[src/rtl/magnitude_bcd_converter.sv]
`default_nettype none
// +--------------------------------------------------------------------------+
// | Module      : magnitude_bcd_converter                                    |
// | Description : Serial binary-to-packed-BCD converter (shift-add-3), one   |
// |               magnitude bit per clock, with a registered sign flag and   |
// |               valid/ready handshakes on both sides.                      |
// | Options     : BCD_ZERO_BLANK_EN adds a per-digit leading-zero blank      |
// |               output (blank), registered on entry to DONE.               |
// | Revision    : 1.0  initial release                                       |
// +--------------------------------------------------------------------------+
module magnitude_bcd_converter #(
  parameter int WIDTH  = 32,
  parameter int DIGITS = 10
) (
  input  logic                  clk,
  input  logic                  rst,
  input  logic                  in_valid,
  output logic                  in_ready,
  input  logic [WIDTH-1:0]      mag,
  input  logic                  neg,
  output logic                  out_valid,
  input  logic                  out_ready,
  output logic [4*DIGITS-1:0]   bcd,
  output logic                  sign,
  output logic                  busy
`ifdef BCD_ZERO_BLANK_EN
  ,
  output logic [DIGITS-1:0]     blank
`endif
);

  // DIGITS must satisfy 10^DIGITS > 2^WIDTH - 1, otherwise the top of the
  // accumulator overflows and high-order digits are silently lost.
  localparam int c_acc_w = 4 * DIGITS;
  localparam int c_cnt_w = (WIDTH > 2) ? $clog2(WIDTH) : 1;
  localparam logic [c_cnt_w-1:0] c_last_cnt = c_cnt_w'(WIDTH - 1);

  typedef enum logic [1:0] {
    S_IDLE  = 2'd0,
    S_SHIFT = 2'd1,
    S_DONE  = 2'd2
  } state_t;

  state_t               r_state;
  state_t               w_state_next;
  logic [WIDTH-1:0]     r_shift;
  logic [c_acc_w-1:0]   r_acc;
  logic [c_cnt_w-1:0]   r_cnt;
  logic                 r_sign;

  logic                 w_accept;
  logic                 w_last_shift;
  logic [c_acc_w-1:0]   w_adj;
  logic [c_acc_w-1:0]   w_acc_next;
  logic [WIDTH-1:0]     w_shift_next;
  logic                 w_unused_msb;

  assign w_accept     = (r_state == S_IDLE) && in_valid;
  assign w_last_shift = (r_state == S_SHIFT) && (r_cnt == c_last_cnt);

  // Per-digit add-3 correction; no carry crosses a digit boundary.
  for (genvar i = 0; i < DIGITS; i++) begin : g_digit_adj
    always_comb begin
      w_adj[4*i +: 4] = r_acc[4*i +: 4];
      if (r_acc[4*i +: 4] >= 4'd5) begin
        w_adj[4*i +: 4] = r_acc[4*i +: 4] + 4'd3;
      end
    end
  end

  // Shift {accumulator, magnitude} left by one; the accumulator MSB falls off.
  assign {w_unused_msb, w_acc_next, w_shift_next} = {w_adj, r_shift, 1'b0};

  // State register.
  always_ff @(posedge clk) begin
    if (rst) begin
      r_state <= S_IDLE;
    end else begin
      r_state <= w_state_next;
    end
  end

  // Next-state and handshake/status decode.
  always_comb begin
    w_state_next = r_state;
    in_ready     = 1'b0;
    busy         = 1'b0;
    out_valid    = 1'b0;
    case (r_state)
      S_IDLE: begin
        in_ready = 1'b1;
        if (in_valid) begin
          w_state_next = S_SHIFT;
        end
      end
      S_SHIFT: begin
        busy = 1'b1;
        if (r_cnt == c_last_cnt) begin
          w_state_next = S_DONE;
        end
      end
      S_DONE: begin
        out_valid = 1'b1;
        if (out_ready) begin
          w_state_next = S_IDLE;
        end
      end
      default: begin
        w_state_next = S_IDLE;
      end
    endcase
  end

  // Conversion datapath: load on accept, one shift-add-3 step per SHIFT cycle.
  always_ff @(posedge clk) begin
    if (rst) begin
      r_shift <= '0;
      r_acc   <= '0;
      r_cnt   <= '0;
      r_sign  <= 1'b0;
    end else if (w_accept) begin
      r_shift <= mag;
      r_acc   <= '0;
      r_cnt   <= '0;
      // Negative zero is reported as positive.
      r_sign  <= neg & (mag != '0);
    end else if (r_state == S_SHIFT) begin
      r_shift <= w_shift_next;
      r_acc   <= w_acc_next;
      r_cnt   <= r_cnt + c_cnt_w'(1);
    end
  end

  assign bcd  = r_acc;
  assign sign = r_sign;

`ifdef BCD_ZERO_BLANK_EN
  logic [DIGITS-1:0] r_blank;
  logic [DIGITS-1:0] w_blank_next;

  // Units digit is never blanked so a zero result still shows "0".
  assign w_blank_next[0] = 1'b0;
  for (genvar i = 1; i < DIGITS; i++) begin : g_blank
    assign w_blank_next[i] = (w_acc_next[c_acc_w-1:4*i] == '0);
  end

  // Blank mask is captured from the final accumulator on the edge into DONE.
  always_ff @(posedge clk) begin
    if (rst) begin
      r_blank <= '0;
    end else if (w_last_shift) begin
      r_blank <= w_blank_next;
    end
  end

  assign blank = r_blank;
`else
  logic w_unused_last;
  assign w_unused_last = w_last_shift;
`endif

endmodule
`default_nettype wire

[config.mk]
export PLATFORM = sky130hd
export DESIGN_NAME = magnitude_bcd_converter
export DESIGN_NICKNAME = d
export VERILOG_FILES = /design/src/rtl/magnitude_bcd_converter.sv
export SDC_FILE = /design/constraint.sdc
export NUM_CORES = 1
export LEC_CHECK = 0
export CAP_MARGIN = 20
export CORE_ASPECT_RATIO = 1.1
export CORE_UTILIZATION = 40
export CTS_CLUSTER_SIZE = 10
export DETAILED_ROUTE_END_ITERATION = 8
export PLACE_DENSITY = 0.65
export SETUP_SLACK_MARGIN = 0.15
export SLEW_MARGIN = 20
export SYNTH_ARGS = -nofsm -noshare
export SYNTH_HDL_FRONTEND = slang
export SYNTH_SLANG_ARGS = --single-unit
[constraint.sdc]
create_clock -name clk -period 1.6 [get_ports clk]
set_input_delay 0.32 -clock clk [delete_from_list [all_inputs] [get_ports clk]]
set_output_delay 0.32 -clock clk [all_outputs]
set_load 0.005 [all_outputs]
# --- Word level (Yosys, flattened, before mapping) ---
# Index checks and enable logic that the tools add are counted.
totals:
  latchBits: 0
  mem_bits_rw: 0
  romBits: 0
  input_bits: 37
  memories: 0
  output_inout_bits: 44
  ff_bits: 80
classes:
  bitwise: 1
  addsub: 11
  n_eq_ne: 6
  reduce_logical: 6
  n_mul: 0
  n_div: 0
  mux: 19
  order_cmp: 10
  shift: 0
op_table:
  columns: ["operator", "n"]
  rows:
  - ["2-to-1 mux 32 bit", 2]
  - [">= comparator 4 x 3 -> 1 bit (second input constant)", 10]
  - ["adder 4 x 2 -> 4 bit (second input constant)", 9]
  - ["2-to-1 mux 4 bit", 9]
  - ["nonzero test 32 bit", 1]
  - ["2-to-1 mux 2 bit", 3]
  - ["case mux 2 bit (3 select lines)", 1]
  - ["adder 5 x 1 -> 5 bit (second input constant)", 1]
  - ["== test 5 bit (second input constant)", 1]
  - ["!= test 2 bit (second input constant)", 2]
  - ["adder 3 x 2 -> 3 bit (second input constant)", 1]
  - ["2-to-1 mux 1 bit", 3]
  - ["2-to-1 mux 3 bit", 1]
  - ["AND reduction 3 bit", 1]
  - ["== test 2 x 1 -> 1 bit (second input constant)", 1]
  - ["== test 2 bit (second input constant)", 1]
  - ["zero test 2 bit", 1]
  - ["!= test 2 x 1 -> 1 bit (second input constant)", 1]
  - ["nonzero test 2 bit", 1]
  - ["OR reduction 2 bit", 1]
  - ["bitwise AND 1 bit", 1]
  - ["logical AND 1 bit", 1]

# --- Longest topological paths before layout ---
# Gate-level depths: netlist of run 1.
depth:
  word_depth: 3
  ltp_mapped: 7
  ltp_nobuf: 6

# --- Worst setup path after synthesis of run 1 ---
# Ideal clock, no wire load.
synth_timing:
  path_type: "register -> register"
  from: "reg r_acc[16], in the netlist bcd[16]"
  to: "reg r_acc[18], in the netlist bcd[18]"
  arrival_ps: 1306
  n_path_buf: 0
  synth_period_minus_slack_ps: 1380
  required_ps: 1526
  path_stages_with_launch: 7
  setup_slack_ps: 220
  cell_sequence: "dfxtp_1 > inv_1 > ha_1 > nand2b_1 > a21oi_1 > or3_1 > a31oi_1"
synth_between:
  elab_chain_cells: 2
  word_cells_on_any_way: 3
  cone_classes: "add/sub: 1; order compare: 1; mux: 1"
synth_rtl:
  columns: ["item", "line", "source"]
  rows:
  - ["start: declaration", "47", "logic [c_acc_w-1:0] r_acc;"]
  - ["start signal: assignment", "129", "r_acc <= w_acc_next;"]
  - ["adder 4 x 2 -> 4 bit or >= comparator 4 x 3 -> 1 bit (tied branches)", "66, 65", null]
  - ["2-to-1 mux 4 bit *", "65", "if (r_acc[4*i +: 4] >= 4'd5) begin"]
# Every way passes the cells marked *; elsewhere a longest branch is shown, timed or not.
# A chain may end at the register's enable or synchronous reset.

# --- Worst setup path in the final report of run 1 ---
layout_timing:
  from: "reg r_state[1]"
  to: "out busy"
layout_between:
  elab_chain_cells: 2
layout_rtl:
  columns: ["item", "line", "source"]
  rows:
  - ["start: declaration", "44", "state_t r_state;"]
  - ["start signal: assignment", "79", "r_state <= w_state_next;"]
  - ["== test 2 x 1 -> 1 bit", "89", "case (r_state)"]
  - ["2-to-1 mux 1 bit", "89", null]
  - ["end: declaration", "25", "output logic busy"]
# No other way between the ends.

==> impl_metrics.ini, run 1 <==
[sta]
setup_slack_ps = 166
rsz0062_at_grt = true
slew_violations = 0
min_period_ps = 1430
tightest_slew_ps = 360
final-setup-viol-count = 0
slew_headroom_pct = 76.0
final-hold-violation-count = 0
period_share_pct = 89.6
max_freq_mhz = 697
worst_hold_slack_ps = 458
final.setup_skew_ps = 9.54

[layout]
fin_area_um2 = 5600
final_nets = 650
nFillCells = 832
seq_area_um2 = 1690
multi_input_area_um2 = 2180
antenna_cells = 0
area_growth_pct = 45.3
fin_util_pct = 59.9
drive_gt1_share_pct = 26.2

[synth]
synth.avg_cell_area_um2 = 8.23
synth_warnings = 0
syn_area_um2 = 3850
ys_seq_area_share_pct = 41.6
synth_fp_nets = 527
synthCells = 468
synth.top_cell.area_share_pct = 41.6
synthTopCellsByArea = dfxtp_1 (42%), a21oi_1 (8.4%), ha_1 (7.1%)
synth-seq-cells = 80
yosysTopAreaCell = dfxtp_1
yosysUniqueCellTypes = 31

[clocking]
clk_latency_ps = 350
cts_buffer_depth = 2
cts_tree = yes
cts_root_buf = clkbuf_8
clock-sinks = 80
cts_buffers = 9
clkTransAtPathRegs_ps = 80
htree_levels = 3
holdBufCountCts = 0

[hold_path]
hold_start = r_shift[28]
hold_class = register to register
holdPathEnd = r_shift[28]
min_delay_path_depth = 2

[power_and_ir_drop]
power_leakage_uw = 0.00222
totalPowerFinal_uw = 4220
peakVddDrop_v = 0.000422
powerDensity_nw_per_um2 = 753

[floorplanning]
die-area_um2 = 10000
die_x_um = 95.6
core_um2 = 9350
dieHeight_um = 105
num_io_pins = 81
start_util_pct = 41.2
rows = 37

[drt]
drtIter0Drc = 170
drc = 0
antenna_left = 0
avgViaCountPerCell = 5.32
wl_mm = 9.93
dr.pass1.iters = 5
wire_per_inst_um = 13.9
vias = 3795

[place]
placed_area_um2 = 4900
portBuffers = 80
dp.final_hpwl_mm = 5.99
gp_congestion = 0.788
place_ws_ps = -200

[setup_path]
crit_family = flip-flops
reg2reg_from = r_state[1]
crit_path_start_kind = register
critPathBufInv = 2
critPathArrivalTime_ps = 1110
critical_path_class = register to output port
r2r_slack_ps = 190
r2r_end = bcd[33]
r2r_cells = 5
path_cells = nand2b_4, inv_4, clkbuf_2
crit_fanout = 4
cpPeakStageDelay_ps = 360
cp_data_required_time_ps = 1280
slowest_stage = dfxtp_4
worst_setup_path_end_kind = output port

[run_status]
status = complete, no violations

[global_routing]
grt_max_degree = 60
grt_usage_pct = 19.9
grt_pass1_wl_mm = 16.1
grt_overflow = 0
grt_pass1_vias = 3617
antenna_found_initial = 0

[run]
cap_viol_max_count = 0
[worst reg2reg max path, stage by stage, from the launching register on]
cell      delay [ps]
dfxtp_4          360
nand2b_4         160
buf_8            170
or3_1            370
buf_6            160
o22ai_1          100
[cell type report]
| cell class | count | area share (%) |
|---|---|---|
| clock buffer | 13 | 2.66 |
| clock inverter | 3 | 1.16 |
| inverter | 22 | 1.52 |
| multi-input combinational | 336 | 38.9 |
| sequential | 80 | 30.1 |
| tap | 117 | 2.62 |
| timing repair buffer | 142 | 23.1 |
[cells by family after synthesis]
kind of cell | Yosys count | synth area share (%)
and+or+nand+nor | 155 | 19.2
AOI/OAI and AO/OA | 140 | 21.4
DFF | 80 | 41.6
buffers and inverters | 52 | 6.43
adders and majority gates | 22 | 7.14
xor gates and xnor gates | 19 | 4.32
[how the worst max path moves through the flow]
| stage | start | end | cells past startpoint |
|---|---|---|---|
| finish | r_state[1] | busy | 3 |
| global route | bcd[0] | bcd[1] | 6 |
| CTS | r_state[1] | busy | 3 |
| detailed placement | mag[13] | sign | 6 |
| global placement | mag[13] | sign | 6 |
| floorplan | bcd[16] | bcd[18] | 6 |
[placed cells by master (no fill, tap or decap), types with 13 or more instances in the layout]
cell	count
nand2_1	68
ha_1	13
dlygate4sd2_1	42
or3_1	20
buf_4	54
inv_1	19
dfxtp_4	13
clkdlybuf4s50_1	36
a22oi_1	32
nor2_1	17
nand3_1	20
o21ai_0	16
a21oi_1	51
dfxtp_2	28
dfxtp_1	39
a21oi_2	13
[routing by layer]
layer / routed length, um / vias up / track usage [%]
li1: - / 1889 / -
met1: 4350 / 1784 / 24.8
met2: 4950 / 106 / 33.4
met3: 494 / 16 / 4.59
met4: 144 / 0 / 6.61
met5: 0 / - / 0
[metrics by stage]
stage	std cells	setup TNS [ps]
floorplan	468	0
global placement	665	-7660
detailed placement	665	-8000
CTS	709	0
global route	713	0
finish	713	0
[where the power goes]
group | switching (uW) | internal, uW
clock | 715 | 922
sequential | 38.3 | 2030
combinational | 269 | 239
total | 1020 | 3190
[Yosys cell counts]
library cell  number
o211ai_1           4
o31ai_1            3
buf_2             18
a22oi_1           32
or3_1             20
nor4_1             8
inv_1             21
inv_2              1
nand3_1           20
buf_6              3
ha_1              22
dfxtp_1           80
nor2_1            18
or2_1              1
nand4_1            3
buf_4              2
nand2_1           68
nor2b_1            1
nor3b_1            1
and3_1             1
a21oi_1           65
clkbuf_1           7
nand3b_1           1
nand2b_4           1
xnor2_1           11
o21ai_0           16
nand2b_1          11
a31oi_1           10
o22ai_1           10
xor2_1             8
nor2_2             1
[state kept, by name, indices dropped and copies added (netlist names)]
name,cells
bcd,40
r_shift,32
r_cnt,5
r_state,2
sign,1
[timing repair]
| item | in CTS | in global routing |
|---|---|---|
| resized for setup | 107 | 40 |
| pin swaps | 0 | 25 |
| setup endpoints to repair | 99 | 64 |
| buffers inserted | 28 | 2 |
| cloned | 0 | 2 |
(Power assumes the default switching activity.)
==> inputs of run 2 (changes only) <==
==> constraint.sdc (replaced) <==
create_clock -name clk -period 1.5 [get_ports clk]
set_input_delay 0.225 -clock clk [delete_from_list [all_inputs] [get_ports clk]]
set_output_delay 0.225 -clock clk [all_outputs]
set_load 0.005 [all_outputs]
==> run 2 against run 1 <==
Die area unchanged; clock skew grew 2.1 ps; routed wire length is 23% higher; first-iteration DRC count rose by 20%; non-clock buffer count rose by 30; hold slack got worse by 2.0 ps; sequential share of layout area decreased by 2.9 points; critical path depth increased by 2; total power grew 7.6%; critical path type is now register to register; largest cell class unchanged; largest power group unchanged.
==> impl_metrics.ini, run 2 (synthesis results as in run 1) <==
[run_status]
status = complete, no violations

[drt]
met2_length_mm = 6.31
drc = 0
wl_mm = 12.2
drtIter0Drc = 204
vias = 4066
met3_length_um = 563
wl_met1_mm = 5.09
wire_per_inst_um = 16.4
dr.pass1.iters = 5
top_layer = met4
avgViaCountPerCell = 5.47
antenna_left = 0

[clocking]
cts_buffer_depth = 2
clock-sinks = 80
cts_buffers = 9
clkTransAtPathRegs_ps = 80
clk_latency_ps = 360
cts_root_buf = clkbuf_8
holdBufCountCts = 0
htree_levels = 3
cts_tree = yes

[layout]
area_growth_pct = 61.8
layout_commonest_cell = buf_4
largest_reg_flops = 40
drive_gt1_share_pct = 35.5
seq_area_um2 = 1700
final_cell_mix = buf_4 (65), nand2_1 (55), a21oi_1 (41)
final_nets = 680
antenna_cells = 0
multi_input_area_um2 = 2350
nFillCells = 723

[power_and_ir_drop]
peakVddDrop_v = 0.000384
powerDensity_nw_per_um2 = 728
totalPowerFinal_uw = 4540
power_leakage_uw = 0.00248

[sta]
slew_headroom_pct = 72.6
slew_violations = 0
period_share_pct = 98.2
setup_slack_ps = 27.7
setup_tns_ps = 0
tightest_slew_ps = 411
final.setup_skew_ps = 11.6
max_freq_mhz = 679
final-setup-viol-count = 0
rsz0062_at_grt = true
final-hold-violation-count = 0
min_period_ps = 1470

[place]
dp.final_hpwl_mm = 6.11
portBuffers = 80
gp_congestion = 0.793
place_ws_ps = -208

[global_routing]
grt_pass1_vias = 3930
antenna_found_initial = 0
grt_max_degree = 36
grt_overflow = 0
grt_pass1_wl_mm = 18.3
grt_usage_pct = 23.1

[setup_path]
cp_data_required_time_ps = 1770
critPathArrivalTime_ps = 1750
worst_setup_path_end_kind = register
crit_path_start_kind = register
critical_path_class = register to register
crit_fanout = 11

[floorplanning]
num_io_pins = 81
dieHeight_um = 105
core_um2 = 9350
rows = 37
die_x_um = 95.6
start_util_pct = 41.2
die-area_um2 = 10000

[hold_path]
hold_class = register to register

[run]
cap_viol_max_count = 0
==> run 2: cell count changes in the layout (fill, tap and decap cells not counted), moves of 7 or more <==
cell / previous run / this run
a21oi_1: 51 / 41
a21oi_2: 13 / 21
buf_4: 54 / 65
nand2_1: 68 / 55
nand2_2: 0 / 12
or3_1: 20 / 13
or3_4: 0 / 7
==> run 2: where the power goes <==
| group | total, uW | leakage (uW) | switching (uW) | internal, uW |
|---|---|---|---|---|
| clock network | 1460 | 0.0000813 | 819 | 641 |
| logic | 865 | 0.00172 | 390 | 475 |
| registers | 2210 | 0.000677 | 47.7 | 2160 |
| total | 4540 | 0.00248 | 1260 | 3280 |
==> run 2: area by class of cell <==
type	instances	area share [%]
Timing Repair Buffer	172	28.6
Clock buffer	11	2.27
Inverter	22	1.41
Sequential cell	80	27.2
Clock inverter	5	0.522
Multi-Input combinational cell	336	37.7
Tap cell	117	2.35
==> run 2: path summary, 6_finish.rpt <==
kind	slack [ps]	depth (start not counted)	end	start
setup / recovery	30	5	bcd[2]	r_state[1]
hold / removal	460	2	r_shift[20]	r_shift[20]
setup reg to reg	30	5	bcd[2]	r_state[1]
hold reg to reg	460	2	r_shift[20]	r_shift[20]
==> run 2: timing repair <==
action	4_1_cts	5_1_grt
pin swaps	14	37
endpoints found under the hold margin	0	0
setup buffers	40	9
endpoints found under the setup margin	106	87
gates cloned	9	3
resized for setup	137	67
==> run 2: stage by stage <==
step	cells	utilization, %	area, um^2	hold WS (ps)
3_5_place_dp	666	52.6	4920	448
2_1_floorplan	468	-	3860	361
3_3_place_gp	666	52.6	4920	443
6_report	743	66.7	6230	456
5_1_grt	743	66.7	6230	474
4_1_cts	731	62.3	5830	447
==> run 2: critical path: stages (launching register included) <==
cell and delay (ps):
dfxtp_4 360, nand2b_4 180, buf_8 160, buf_12 140, or3_4 380, a31oi_4 160
==> run 2: routing by layer <==
| metal | vias to the layer above | GRT usage [%] |
|---|---|---|
| li1 | 1966 | - |
| met1 | 1956 | 27.8 |
| met2 | 123 | 40.6 |
| met3 | 21 | 4.44 |
| met4 | 0 | 7.46 |
| met5 | - | 0 |
